`src/rtl/ram_bus_defs.sv`:
```
`default_nettype none
// ============================================================================
// Module      : ram_bus_defs (package)
// Description : Shared state encodings and wait-counter width for the
//               RAM bus initiator.
// Revision    : 1.0 - initial release
// ============================================================================
package ram_bus_defs;

    // Wait-state counter width; covers the full 0..15 wait-state range.
    localparam int WAIT_CNT_W = 4;

    // Bus-cycle state encodings.
    localparam logic [1:0] ST_IDLE   = 2'd0;
    localparam logic [1:0] ST_ACCESS = 2'd1;
    localparam logic [1:0] ST_DONE   = 2'd2;

endpackage : ram_bus_defs
`default_nettype wire

```
`src/rtl/ram_bus_master.sv`:
```
`default_nettype none
// ============================================================================
// Module      : ram_bus_master
// Description : CPU-side request/acknowledge initiator for the 32Kx16
//               byte-capable static RAM. Latches one request, drives the
//               active-low RAM strobes for 1+WAIT_STATES cycles, captures
//               read data and returns a one-cycle acknowledge.
//               Optional build macro MEM_ODD_TRAP_EN: a word access to an
//               odd address skips the RAM cycle and is acknowledged with
//               cpu_err=1.
// Revision    : 1.0 - initial release
// ============================================================================
module ram_bus_master
    import ram_bus_defs::*;
#(
    parameter int WAIT_STATES = 1,
    parameter int ADDR_W      = 16
) (
    input  logic              clk,
    input  logic              reset,
    input  logic              cpu_req,
    input  logic              cpu_we,
    input  logic              cpu_byte,
    input  logic [ADDR_W-1:0] cpu_addr,
    input  logic [15:0]       cpu_wdata,
    output logic              cpu_ack,
    output logic              cpu_err,
    output logic [15:0]       cpu_rdata,
    output logic [ADDR_W-1:0] ram_addr,
    output logic [15:0]       ram_di,
    input  logic [15:0]       ram_do,
    output logic              ram_ce_n,
    output logic              ram_we_n,
    output logic              ram_byte_op
);

    localparam logic [WAIT_CNT_W-1:0] c_WAIT_LOAD = WAIT_CNT_W'(WAIT_STATES);
    localparam logic [WAIT_CNT_W-1:0] c_CNT_ONE   = WAIT_CNT_W'(1);
    // With zero wait states the first ACCESS cycle is already the final one,
    // so the write strobe has to be asserted at the latch edge.
    localparam logic c_WE_AT_LATCH = (c_WAIT_LOAD == '0);

    logic [1:0]            r_state;
    logic [WAIT_CNT_W-1:0] r_cnt;
    logic                  r_we;
    logic                  r_ack;
    logic [15:0]           r_rdata;
    logic [ADDR_W-1:0]     r_addr;
    logic [15:0]           r_di;
    logic                  r_ce_n;
    logic                  r_we_n;
    logic                  r_byte;

    logic                  w_final;
    logic                  w_trap;

    assign w_final = (r_cnt == '0);

`ifdef MEM_ODD_TRAP_EN
    logic r_err;

    assign w_trap  = !cpu_byte && cpu_addr[0];
    assign cpu_err = r_err;

    // Error flag rises with the trapped request and falls after its ack cycle.
    always_ff @(posedge clk) begin
        if (reset) begin
            r_err <= 1'b0;
        end else if (r_state == ST_IDLE && cpu_req && w_trap) begin
            r_err <= 1'b1;
        end else if (r_state == ST_DONE) begin
            r_err <= 1'b0;
        end
    end
`else
    assign w_trap  = 1'b0;
    assign cpu_err = 1'b0;
`endif

    // Bus-cycle sequencer: latch request, hold strobes for the wait count,
    // capture read data on the final ACCESS edge, then acknowledge.
    always_ff @(posedge clk) begin
        if (reset) begin
            r_state <= ST_IDLE;
            r_cnt   <= '0;
            r_we    <= 1'b0;
            r_ack   <= 1'b0;
            r_rdata <= '0;
            r_addr  <= '0;
            r_di    <= '0;
            r_ce_n  <= 1'b1;
            r_we_n  <= 1'b1;
            r_byte  <= 1'b0;
        end else begin
            case (r_state)
                ST_IDLE: begin
                    r_ack <= 1'b0;
                    if (cpu_req) begin
                        if (w_trap) begin
                            // Odd word access: no RAM cycle, straight to ack.
                            r_ack   <= 1'b1;
                            r_state <= ST_DONE;
                        end else begin
                            r_addr  <= cpu_addr;
                            r_di    <= cpu_wdata;
                            r_byte  <= cpu_byte;
                            r_we    <= cpu_we;
                            r_ce_n  <= 1'b0;
                            r_we_n  <= !(cpu_we && c_WE_AT_LATCH);
                            r_cnt   <= c_WAIT_LOAD;
                            r_state <= ST_ACCESS;
                        end
                    end
                end
                ST_ACCESS: begin
                    if (w_final) begin
                        if (!r_we) begin
                            r_rdata <= ram_do;
                        end
                        r_ce_n  <= 1'b1;
                        r_we_n  <= 1'b1;
                        r_ack   <= 1'b1;
                        r_state <= ST_DONE;
                    end else begin
                        r_cnt <= r_cnt - c_CNT_ONE;
                        // Write strobe covers only the final ACCESS cycle,
                        // giving the RAM exactly one write edge.
                        if (r_we && r_cnt == c_CNT_ONE) begin
                            r_we_n <= 1'b0;
                        end
                    end
                end
                ST_DONE: begin
                    r_ack   <= 1'b0;
                    r_state <= ST_IDLE;
                end
                default: begin
                    r_ack   <= 1'b0;
                    r_state <= ST_IDLE;
                end
            endcase
        end
    end

    assign cpu_ack     = r_ack;
    assign cpu_rdata   = r_rdata;
    assign ram_addr    = r_addr;
    assign ram_di      = r_di;
    assign ram_ce_n    = r_ce_n;
    assign ram_we_n    = r_we_n;
    assign ram_byte_op = r_byte;

endmodule : ram_bus_master
`default_nettype wire

```
`config.mk`:
```
export PLATFORM = sky130hd
export DESIGN_NAME = ram_bus_master
export DESIGN_NICKNAME = d
export VERILOG_FILES = /design/src/rtl/ram_bus_defs.sv /design/src/rtl/ram_bus_master.sv
export SDC_FILE = /design/constraint.sdc
export NUM_CORES = 1
export LEC_CHECK = 0
export ABC_AREA = 1
export CAP_MARGIN = 20
export CORE_MARGIN = 2
export CORE_UTILIZATION = 41
export CTS_CLUSTER_SIZE = 40
export DETAILED_ROUTE_END_ITERATION = 6
export PLACE_DENSITY = 0.79
export SLEW_MARGIN = 15
export SYNTH_ARGS = -nofsm -noshare
export SYNTH_HDL_FRONTEND = slang
export SYNTH_SLANG_ARGS = --single-unit
```
`constraint.sdc`:
```
create_clock -name clk -period 1.63 [get_ports clk]
set_clock_uncertainty 0.2 [all_clocks]
set_input_delay 0.326 -clock clk [delete_from_list [all_inputs] [get_ports clk]]
set_output_delay 0.326 -clock clk [all_outputs]
set_load 0.02 [all_outputs]
```
After elaboration in Yosys (flattened, before gate mapping)

Cells that the tools add are included.

Output and inout bits: 53
Register bits: 59
Input port bits: 53

Bitwise operators: 2
Mux-type cells: 13
Reduce and logical (&&, ||, !) cells: 11
$add $sub $neg: 1
Equal/unequal tests: 6

Operators with widths:

| operator            | number |
|---|---|
| $reduce_and 3->1    | 4 |
| $mux 4              | 2 |
| $pmux 4 s2          | 1 |
| $ne 2x2->1 const B  | 3 |
| $mux 1              | 5 |
| $eq 4x1->1 const B  | 1 |
| $logic_not 4->1     | 1 |
| $mux 2              | 2 |
| $pmux 1 s2          | 2 |
| $pmux 2 s2          | 1 |
| $reduce_and 2->1    | 2 |
| $sub 4x1->4 const B | 1 |
| $ne 3x3->1 const B  | 1 |
| $eq 2x1->1 const B  | 1 |
| $logic_not 2->1     | 1 |
| $not 1->1           | 2 |
| $reduce_bool 2->1   | 1 |
| $reduce_or 2->1     | 1 |
| $logic_and 1x1->1   | 1 |

Longest topological paths before layout

Word-level depth: 5
Mapped depth: 8
Gate-level depth less buffers: 8

Worst setup path after synthesis

Ideal clock, no wire load.

Kind: reg2reg
From: register r_cnt[0]
To: register r_rdata[10] (netlist: cpu_rdata[10])
Data arrival time: 1.173 ns
Data required time: 1.291 ns
Setup time: 0.139 ns
Period minus slack after synthesis: 1.512 ns
Buffers on the path: 1
Setup slack: 0.118 ns
Stages on the path, launching flop included: 9
Cell sequence: dfxtp_1 inv_1 ha_1 nand2_4 nor2_8 nand2_4 buf_6 nand2_2 a21oi_2

Word-level cells in the longest chain between the ends: 2

Ends and longest elaborated chain:

| element                           | RTL line              | text |
|---|---|---|
| start, declared                   | ram_bus_master.sv:44  | `logic [WAIT_CNT_W-1:0] r_cnt;` |
| start signal, assigned            | ram_bus_master.sv:110 | `r_cnt <= c_WAIT_LOAD;` |
| start signal, assigned            | ram_bus_master.sv:125 | `r_cnt <= r_cnt - c_CNT_ONE;` |
| $logic_not 4->1                   | ram_bus_master.sv:57  | `assign w_final = (r_cnt == '0);` |
| $reduce_and 3->1 (no source line) | -                     |  |
| end signal, assigned              | ram_bus_master.sv:118 | `r_rdata <= ram_do;` |
| end, declared                     | ram_bus_master.sv:47  | `logic [15:0] r_rdata;` |

Every way passes these cells.
A chain may end at the register's enable or synchronous reset.

Final worst setup path

From: register r_rdata[5] (netlist: cpu_rdata[5])
To: output port cpu_rdata[5]

RTL lines:

| element       | RTL line             | text |
|---|---|---|
| end, declared | ram_bus_master.sv:28 | `output logic [15:0] cpu_rdata,` |

No word-level cell between the ends.

==> summary.md <==
| Metric | Value |
|---|---|
| Post-DP HPWL | 4200 um |
| Remaining Overflow, GRT | 0 |
| Setup Slack @ Placement | -96.3 ps |
| Via-to-Cell Ratio | 4.76 |
| Synth Area in Compound Gates | 14.3% |
| Vias in the first global route | 2125 |
| Worst Hold Class | reg2reg |
| Final period utilization | 96.8% |
| Max-cap violations | 0 |
| Setup violators final | 0 |
| Synthesized Nets | 329 |
| Max Root-Sink Buffers | 2 |
| DIE AREA | 6300 um^2 |
| DR WL/cell | 12.8 um |
| Peak supply drop | 591 uV |
| Count leader, synth | nor2_1 |
| Mapped cell area | 2330 um^2 |
| Die Y | 79.4 um |
| Worst EP arrival | 1050 ps |
| Post-synth cell types | 28 |
| WP buf/inv | 1 |
| Placed Cells | 444 |
| Syn Inst Count | 273 |
| GRT Total Usage | 19.1% |
| Top FF cell, synth | dfxtp_1 |
| CP Launch Type | register |
| Share of layout cells above drive strength 1 | 17.3% |
| IO Port Bufs | 104 |
| Clock-pin transition on the worst setup and hold timing paths | 60 ps |
| Number of iterations in the first detailed-routing pass | 4 |
| Share of the synthesized area in the top cell type | 50.7% |
| Reg2reg setup slack | 110 ps |
| First-pass GRT wire length | 9520 um |
| CTS tree | built |
| Clock sinks | 59 |
| Critical path required time | 1100 ps |
| Setup TNS Final | 0 ps |
| Ant. Diodes | 0 |
| Final core utilization | 66.4% |
| Root Driver | clkbuf_8 |
| CP Max Fanout | 2 |
| Via Count | 2191 |
| Simple-gate share of the synthesized area | 26.5% |
| H-tree depth | 3 |
| Starting Density | 42.3% |
| Setup bufs post-CTS | 0 |
| Row count | 27 |
| Count of pins over their slew limit | 0 |
| Detailed Route Iter0 Violations | 69 |
| Core Region | 5510 um^2 |
| GPL Wtd Cong | 0.756 |
| IO Pins | 106 |
| Outcome | complete, no violations |
| Largest net degree at the start of global routing | 36 |
| Adder-cell share of the synthesized area | 1.61% |
| Post-route insts no fill | 460 |
| ANT nets after route | 0 |
| Ys async rst share | 0% |
| Minimum clock period | 1580 ps |
| Multiplexer share of the synthesized area | 0% |
| Die W | 79.4 um |
| Top post-synthesis cells by count | 72 x nor2_1, 59 x dfxtp_1, 31 x o21ai_0 |
| Final Net Count | 439 |
| Top post-synthesis cells by area | dfxtp_1 51%, nor2_1 12%, o21ai_0 6.7%, nand3_2 3.9%, a21oi_2 3.8% |
| Critical path class | reg2out |
| Largest family of logic cells by synthesized area | simple AND/OR/NAND/NOR gates |
| Seq cells post-synth | 59 |
| Final WS setup | 52.8 ps |
| Crit path capture type | primary output |
| EDFF count, synth | 0 |
| Post-synth top area cell | dfxtp_1 |
| Final Hold Vio Count | 0 |
| Later-pin clock latency in the skew report | 330 ps |
| Fmax | 0.634 GHz |
| CP max stage delay | 380 ps |
| Power per cell area | 1130 nW/um^2 |
| Slowest-stage cell, CP | dlygate4sd2_1 |
| Sequential element share of the synthesized area | 50.7% |
| Final wirelength | 5910 um |
| Family with the most delay on the worst path | buffers and inverters |
| Syn-to-layout area delta | 57.1% |
| Overall power after layout | 4.12 mW |
| Initial antenna violation count | 0 |
| Leakage | 1.61 nW |
| DRC viols | 0 |
| CTS buffer count | 9 |
| Synth warn | 0 |
| Critical path cell sequence | dlygate4sd2_1 |
| Synthesized area per cell | 8.53 um^2 |
| Post-Synth XOR/XNOR Area | 0% |
## per-layer routing
layer	wire, um	track usage [%]	up-vias
met5	0	0	-
li1	-	-	1103
met2	2670	31.3	88
met4	64	8.62	0
met1	2630	23.0	992
met3	545	5.91	8
## where the power goes
part	switching, mW	leakage, nW	total (mW)	internal (mW)
clock	0.569	0.119	1.51	0.936
sequential	0.0788	0.486	1.66	1.58
combinational	0.532	1.01	0.955	0.422
## worst paths after layout
path | startpoint | endpoint | cells past startpoint
worst max-delay path | cpu_rdata[5] | cpu_rdata[5] | 1
worst min-delay path | cpu_rdata[15] | cpu_rdata[15] | 2
worst max register to register | r_cnt[1] | cpu_rdata[5] | 7
worst min register to register | cpu_rdata[15] | cpu_rdata[15] | 2
## per-stage QoR
step	hold WS, ps	instance area (um^2)
floorplan	274	2330
CTS	263	3650
global placement	248	3490
detailed placement	255	3490
global route	283	3660
finish	261	3660
## placed cells by master (no fill, tap or decap)
master	netlist	routed
nor3_1	2	2
inv_4	1	1
a21oi_1	12	12
nand2_1	13	11
ha_2	0	1
conb_1	1	1
o21ai_0	31	31
buf_4	5	6
clkinv_2	0	3
nand3_2	9	9
nand2_2	10	12
a21oi_2	10	10
inv_2	1	2
nor2_8	1	1
bufinv_16	0	2
clkbuf_8	1	11
nand3_1	13	13
clkinv_1	1	1
o21ai_1	6	6
or2_1	1	1
dlygate4sd2_1	0	52
dfxtp_1	59	59
buf_12	1	5
nor2_1	72	72
nor2_4	1	1
nand2_4	3	3
ha_1	3	2
inv_1	7	6
clkdlybuf4s50_1	0	52
## logic make-up (layout without fill, tap and decap cells)
family                     after synthesis  in the layout
DFF                                     59             59
buffers and inverters                   26            141
other                                    1              1
adders and majority gates                3              3
AOI/OAI and AO/OA                       59             59
and+or+nand+nor                        125            125
## repair_timing
action,in CTS,in global routing
hold buffers,0,0
hold endpoints to repair,0,0
pin swaps,0,1
setup endpoints to repair,52,21
resized for setup,52,4
## registers in the layout (all words and copies together), names as in the netlist
register and flops:
cpu_rdata 16, ram_byte_op 1, ram_we_n 1, r_cnt 4, ram_di 16, cpu_ack 1, r_we 1, r_state 2
ram_ce_n 1, ram_addr 16
## area by class of cell
class / count / area (um^2)
clock buffers: 11 / 151
clock inverters: 5 / 75.1
fillers: 481 / 1850
inverters: 10 / 40.0
multi-input cells: 188 / 1000
flip-flops and latches: 59 / 1180
well taps: 72 / 90.1
repair buffers: 115 / 1120
No activity file was read; power rests on OpenSTA's default activity.
